`config.mk`:
```
export PLATFORM = sky130hd
export DESIGN_NAME = board_renderer
export DESIGN_NICKNAME = d
export VERILOG_FILES = /design/src/rtl/plotfour_pkg.sv /design/src/rtl/square_scan_counter.sv /design/src/rtl/board_renderer.sv
export SDC_FILE = /design/constraint.sdc
export NUM_CORES = 1
export LEC_CHECK = 0
export BUFFER_PORTS_ARGS = -buffer_cell sky130_fd_sc_hd__buf_2
export CAP_MARGIN = 20
export CORE_MARGIN = 1.5
export CORE_UTILIZATION = 57
export CTS_CLUSTER_DIAMETER = 80
export CTS_CLUSTER_SIZE = 16
export DETAILED_ROUTE_END_ITERATION = 6
export GPL_ROUTABILITY_DRIVEN = 1
export HOLD_SLACK_MARGIN = 0.03
export PLACE_DENSITY = 0.8
export SETUP_SLACK_MARGIN = 0.1
export SKIP_CTS_REPAIR_TIMING = 1
export SLEW_MARGIN = 30
export SYNTH_ARGS = -nofsm -noshare
export SYNTH_HDL_FRONTEND = slang
export SYNTH_SLANG_ARGS = --single-unit
```
`constraint.sdc`:
```
create_clock -name clock -period 7.3 [get_ports clock]
set_clock_uncertainty 0.2 [all_clocks]
set_input_delay 1.46 -clock clock [delete_from_list [all_inputs] [get_ports clock]]
set_output_delay 1.46 -clock clock [all_outputs]
set_load 0.03 [all_outputs]
```
`src/rtl/plotfour_pkg.sv`:
```
// Shared definitions for the plotfour board renderer: colour codes,
// default board geometry and the renderer state encoding.
package plotfour_pkg;

  // Pixel colours, {R,G,B}
  localparam logic [2:0] COL_GRID    = 3'b111;
  localparam logic [2:0] COL_EMPTY   = 3'b000;
  localparam logic [2:0] COL_BLUE    = 3'b001;
  localparam logic [2:0] COL_RED     = 3'b100;
  localparam logic [2:0] COL_ILLEGAL = 3'b101;

  // Default board geometry inside the 160x120 frame buffer
  localparam int DEF_COLS    = 4;
  localparam int DEF_ROWS    = 5;
  localparam int DEF_SQ_SIZE = 16;
  localparam int DEF_X0      = 48;
  localparam int DEF_Y0      = 20;

  typedef enum logic [1:0] {IDLE, LOAD, DRAW, DONE} render_state_t;

  // Interior colour of a square from its two occupancy bits; both set
  // should never happen and is shown as magenta so it stands out.
  function automatic logic [2:0] square_colour(input logic b, input logic r);
    case ({b, r})
      2'b00:   return COL_EMPTY;
      2'b10:   return COL_BLUE;
      2'b01:   return COL_RED;
      default: return COL_ILLEGAL;
    endcase
  endfunction

endpackage

```
`src/rtl/square_scan_counter.sv`:
```
// Pixel scan counter for the board renderer: px runs fastest, then py,
// then the square index. 'skip' jumps straight to the next square.
module square_scan_counter #(
  parameter int SQ_SIZE = 16,
  parameter int NSQ     = 20,
  parameter int PW      = $clog2(SQ_SIZE),
  parameter int IW      = (NSQ > 1) ? $clog2(NSQ) : 1
) (
  input  logic          clock,
  input  logic          reset,
  input  logic          clr,
  input  logic          en,
  input  logic          skip,
  output logic [PW-1:0] px,
  output logic [PW-1:0] py,
  output logic [IW-1:0] idx,
  output logic          px_wrap,
  output logic          py_wrap,
  output logic          last_square,
  output logic          last_pixel
);

  assign px_wrap     = (px == PW'(SQ_SIZE - 1));
  assign py_wrap     = (py == PW'(SQ_SIZE - 1));
  assign last_square = (idx == IW'(NSQ - 1));
  assign last_pixel  = px_wrap && py_wrap && last_square;

  // Advance the scan position; clear has priority, a skip restarts the
  // pixel counters on the following square.
  always_ff @(posedge clock or posedge reset) begin
    if (reset) begin
      px  <= '0;
      py  <= '0;
      idx <= '0;
    end else if (clr) begin
      px  <= '0;
      py  <= '0;
      idx <= '0;
    end else if (skip) begin
      px  <= '0;
      py  <= '0;
      idx <= idx + 1'b1;
    end else if (en) begin
      if (px_wrap) begin
        px <= '0;
        if (py_wrap) begin
          py  <= '0;
          idx <= idx + 1'b1;
        end else begin
          py <= py + 1'b1;
        end
      end else begin
        px <= px + 1'b1;
      end
    end
  end

endmodule

```
`src/rtl/board_renderer.sv`:
```
// Paints the blue/red board occupancy into the VGA frame buffer one pixel
// per clock. Define BOARD_RENDERER_DIRTY_ONLY_EN to repaint only squares
// whose contents changed since they were last drawn.
module board_renderer
  import plotfour_pkg::*;
#(
  parameter int COLS    = DEF_COLS,
  parameter int ROWS    = DEF_ROWS,
  parameter int SQ_SIZE = DEF_SQ_SIZE,
  parameter int X0      = DEF_X0,
  parameter int Y0      = DEF_Y0
) (
  input  logic                 clock,
  input  logic                 reset,
  input  logic [COLS*ROWS-1:0] blue,
  input  logic [COLS*ROWS-1:0] red,
  input  logic                 draw_req,
  output logic [7:0]           x,
  output logic [6:0]           y,
  output logic [2:0]           colour,
  output logic                 plot,
  output logic                 busy,
  output logic                 done
);

  localparam int NSQ = COLS * ROWS;
  localparam int PW  = $clog2(SQ_SIZE);
  localparam int IW  = (NSQ > 1) ? $clog2(NSQ) : 1;

  render_state_t  state, state_next;
  logic [NSQ-1:0] snap_blue, snap_red;
  logic           pending;
  logic           board_changed;
  logic [PW-1:0]  px, py;
  logic [IW-1:0]  idx;
  logic           px_wrap, py_wrap, last_square, last_pixel;
  logic           skip;
  logic           draw_end;
  logic [7:0]     pix_x;
  logic [6:0]     pix_y;
  logic [2:0]     pix_colour;

  assign board_changed = (blue != snap_blue) || (red != snap_red);
  assign draw_end      = skip ? last_square : last_pixel;

  square_scan_counter #(
    .SQ_SIZE (SQ_SIZE),
    .NSQ     (NSQ),
    .PW      (PW),
    .IW      (IW)
  ) u_scan (
    .clock       (clock),
    .reset       (reset),
    .clr         (state == LOAD),
    .en          (state == DRAW),
    .skip        (skip),
    .px          (px),
    .py          (py),
    .idx         (idx),
    .px_wrap     (px_wrap),
    .py_wrap     (py_wrap),
    .last_square (last_square),
    .last_pixel  (last_pixel)
  );

`ifdef BOARD_RENDERER_DIRTY_ONLY_EN
  logic [NSQ-1:0] drawn_blue, drawn_red, force_paint;

  assign skip = (state == DRAW) && !force_paint[idx] &&
                (snap_blue[idx] == drawn_blue[idx]) &&
                (snap_red[idx] == drawn_red[idx]);

  // Remember what each square shows once its last pixel is out; a redraw
  // request forces every square to be painted again.
  always_ff @(posedge clock or posedge reset) begin
    if (reset) begin
      drawn_blue  <= '0;
      drawn_red   <= '0;
      force_paint <= '1;
    end else begin
      if (state == DRAW && !skip && px_wrap && py_wrap) begin
        drawn_blue[idx]  <= snap_blue[idx];
        drawn_red[idx]   <= snap_red[idx];
        force_paint[idx] <= 1'b0;
      end
      if (draw_req) begin
        force_paint <= '1;
      end
    end
  end
`else
  logic unused_wraps;

  assign skip         = 1'b0;
  assign unused_wraps = px_wrap ^ py_wrap;
`endif

  assign pix_x = 8'(X0 + (int'(idx) % COLS) * SQ_SIZE + int'(px));
  assign pix_y = 7'(Y0 + (int'(idx) / COLS) * SQ_SIZE + int'(py));

  // Grid lines on the top and left edge of every square, fill elsewhere
  always_comb begin
    pix_colour = COL_GRID;
    if (px != '0 && py != '0) begin
      pix_colour = square_colour(snap_blue[idx], snap_red[idx]);
    end
  end

  // State register
  always_ff @(posedge clock or posedge reset) begin
    if (reset) begin
      state <= IDLE;
    end else begin
      state <= state_next;
    end
  end

  // Pass sequencing: wait for a reason to draw, snapshot, scan, report
  always_comb begin
    state_next = state;
    case (state)
      IDLE:    if (pending || draw_req || board_changed) state_next = LOAD;
      LOAD:    state_next = DRAW;
      DRAW:    if (draw_end) state_next = DONE;
      DONE:    state_next = IDLE;
      default: state_next = IDLE;
    endcase
  end

  // Freeze the board for the pass and remember any change or request that
  // arrives while a pass is already under way.
  always_ff @(posedge clock or posedge reset) begin
    if (reset) begin
      snap_blue <= '0;
      snap_red  <= '0;
      pending   <= 1'b1;
    end else begin
      case (state)
        LOAD: begin
          snap_blue <= blue;
          snap_red  <= red;
          pending   <= draw_req;
        end
        DRAW, DONE: begin
          if (draw_req || board_changed) pending <= 1'b1;
        end
        default: ;
      endcase
    end
  end

  // Registered adapter outputs; pixel position and colour only move while
  // drawing so they hold their last value otherwise.
  always_ff @(posedge clock or posedge reset) begin
    if (reset) begin
      x      <= '0;
      y      <= '0;
      colour <= '0;
      plot   <= 1'b0;
      busy   <= 1'b0;
      done   <= 1'b0;
    end else begin
      plot <= (state == DRAW) && !skip;
      busy <= (state == LOAD) || (state == DRAW);
      done <= (state == DONE);
      if (state == DRAW) begin
        x      <= pix_x;
        y      <= pix_y;
        colour <= pix_colour;
      end
    end
  end

endmodule

```
==> impl_metrics.csv <==
group,metric,value,unit
outcome,outcome,"complete, no violations",
setup_path,reg2reg_to,"u_scan.idx[4]",
synthesis,syn_nets,387,
sta,final_hold_viol_count,0,
final_layout,final_cells,476,
floorplanning,start_util,0.585,
sta,layout_min_cycle_time,3.22,ns
setup_path,cp_max_fo,2,
final_layout,finalInstanceArea,4590,um^2
final_layout,final_common_cell,"dfrtp_1",
setup_path,crit_cells,7,
final_layout,n_antenna_cell,0,
power_and_ir_drop,vdd.ir_drop.worst,0.0967,mV
final_layout,fin_nets,447,
worst_hold_path,hold_class,"register to register",
floorplanning,die_area,7440,um^2
grt,track_usage,0.249,
drt,first_pass_iters,4,
grt,grt_pass1_vias,2835,
drt,antenna_left,0,
setup_path,worstSetupEndpointType,"register",
drt,drt-wirelength-per-cell,17.5,um
setup_path,r2r_start,"state[1]",
synthesis,synth_warnings,0,
synthesis,synth.avg_cell_area,11.9,um^2
clock_tree,numCtsBuffers,9,
power_and_ir_drop,p_clk_frac,0.456,
clock_tree,clock_path_buffers,2,
synthesis,synth-simple-area-share,0.0779,
synthesis,seq_area_frac_synth,0.481,
sta,final-setup-viol-count,0,
floorplanning,core,6760,um^2
setup_path,slowest_delay,0.53,ns
drt,vias,2745,
final_layout,layout-drive-gt1-share,0.356,
setup_path,worst_ep_arrival_time,3.30,ns
floorplanning,die_y,86.3,um
placed_design,hpwl,5600,um
sta,rsz0062_at_grt,"no",
synthesis,ys_ff_latch,76,
grt,overflow,0,
synthesis,synth_mux_area_frac,0.202,
power_and_ir_drop,p_seq_frac,0.475,
clock_tree,worstSkewPairLatency,0.35,ns
drt,drt_iter0_markers,165,
synthesis,netlist_area,3950,um^2
grt,antenna_found_initial,0,
drt,drcViolationCount,0,
sta,setup_tns,0,ns
sta,fmax,310,MHz
sta,worstMarginPinSlew,0.807,ns
power_and_ir_drop,power_frac_comb,0.069,
placed_design,place.gp.congestion,0.800,
synthesis,synth_top_family_by_area,"multiplexers",
drt,drt-total-wl,8330,um
setup_path,worstPathRequired,7.37,ns
power_and_ir_drop,power.total,0.000934,W
grt,grt_max_degree,77,
setup_path,cp-start-kind,"input pin",
placed_design,dp.cells,460,
floorplanning,die_w,86.3,um
setup_path,crit_type,"input pin to register",
clock_tree,htreeDepth,3,
floorplanning,row_count,30,
grt,grt_first_pass_wirelength,14100,um
final_layout,final_cell_mix,"dfrtp_1 (75), buf_2 (62), mux2_2 (47)",
worst_hold_path,holdPathEnd,"colour[1]",
setup_path,reg2reg_depth,7,
drt,via_per_inst,5.77,
synthesis,synthAdderAreaFrac,0.0412,
synthesis,synth-xor-area-share,0.0975,
run,maxCapViolations,0,
floorplanning,io_pins,64,
clock_tree,tritoncts,"built",
synthesis,ys_types,40,
worst_hold_path,min_from,"colour[1]",
power_and_ir_drop,switchingPower,0.000199,W
setup_path,critPathTopFamily,"simple AND/OR/NAND/NOR gates",
power_and_ir_drop,swShare,0.213,
setup_path,cp_cell_sequence,"buf_2 -> xor2_1 -> nor4_1 -> nand4_1 -> or4_1 -> o21ai_2 -> mux2_1",
worst_hold_path,min_path_cells,1,
clock_tree,root_buffer,"clkbuf_8",
placed_design,post_dp_cell_area,4320,um^2
power_and_ir_drop,p_per_area,204,nW/um^2
placed_design,portBuffers,62,
setup_path,critPathSlowestCell,"nor4_1",
clock_tree,clkTransAtPathRegs,0.08,ns
power_and_ir_drop,internal_power,0.000736,W
sta,finalMaxSlewViolations,0,
synthesis,synth_compound_area_frac,0.0630,
synthesis,post_synth_inst_count,331,
setup_path,worst-path-buf-inv,1,
final_layout,syn_to_final_growth,16.1,%
sta,maxSlewHeadroom,0.462,
setup_path,r2r_setup_slack,4.71,ns
power_and_ir_drop,leakagePower,2.05,nW
sta,fin_crit_sh,0.442,
clock_tree,clock-sinks,76,
-- worst max-delay path by stage --
| stage | startpoint | end | slack [ns] |
|---|---|---|---|
| 6_report | blue[16] | pending | 4.08 |
| 3_5_place_dp | red[6] | pending | 3.81 |
| 3_3_place_gp | red[6] | pending | 3.81 |
| 2_1_floorplan | reset | busy | 3.70 |
| 5_1_grt | red[6] | pending | 4.03 |
| 4_1_cts | blue[16] | pending | 4.10 |
-- state kept, by name, indices dropped and copies added, names as in the netlist, 2 cells and up --
register	flops
u_scan.py	4
snap_blue	20
state	2
snap_red	20
x	7
colour	3
u_scan.idx	5
y	7
u_scan.px	4
-- cell usage after synthesis, drive strengths merged --
cell type	n	area (um^2)
nor2	13	48.8
o32a	1	10.0
nor3	1	5.00
a31oi	3	18.8
or3	1	6.26
conb	1	3.75
a222oi	1	10.0
nand4	9	56.3
nand3	7	35.0
or4	1	7.51
nand2	14	52.6
a311oi	2	17.5
mux4	10	225
o22ai	3	18.8
o221a	1	11.3
dfrtp	75	1880
xor2	38	333
mux2	49	552
o21a	2	15.0
clkbuf	10	37.5
nor2b	3	18.8
a22oi	2	15.0
mux2i	2	20.0
nor4	8	50.1
ha	13	163
and3	2	12.5
a221oi	2	17.5
buf	5	23.8
a211oi	1	7.51
inv	22	82.6
o21ai	10	53.8
nand3b	2	15.0
dfstp	1	26.3
xnor2	6	52.6
a21oi	10	53.8
-- metrics by stage --
step           worst slack (ns)   util  hold WS [ns]
2_1_floorplan              3.70      -         0.318
3_3_place_gp               3.81  0.639         0.258
3_5_place_dp               3.81  0.639         0.290
4_1_cts                    4.10  0.679         0.307
5_1_grt                    4.03  0.679         0.323
6_report                   4.08  0.679         0.293
-- cells by family after synthesis --
logic type,count (synthesis)
other,1
buffers and inverters,37
muxes,61
and+or+nand+nor,61
adders and majority gates,13
DFF,76
xor gates and xnor gates,44
AOI/OAI and AO/OA,38
-- area by class of cell --
| type | instances | area (um^2) |
|---|---|---|
| Timing Repair Buffer | 64 | 329 |
| Clock inverter | 4 | 120 |
| Tap cell | 80 | 100 |
| Sequential cell | 76 | 1900 |
| Multi-Input combinational cell | 218 | 1910 |
| Inverter | 22 | 82.6 |
| Clock buffer | 12 | 145 |
| Fill cell | 493 | 2170 |
-- layer usage --
metal,track usage,up-vias,routed length [um]
li1,-,1287,-
met1,0.325,1379,3830
met2,0.422,65,4100
met3,0.0476,14,283
met4,0.0836,0,115
met5,0,-,0
-- power by group through the flow --
stage	Clock, W	Sequential, W	Combinational [W]
2_1_floorplan	0	0.000450	0.0000384
3_3_place_gp	0	0.000451	0.0000627
3_5_place_dp	0	0.000452	0.0000644
4_1_cts	0.000428	0.000444	0.0000651
5_1_grt	0.000445	0.000446	0.0000723
6_report	0.000426	0.000444	0.0000644
Note: power is estimated with default switching activity, not from simulation.
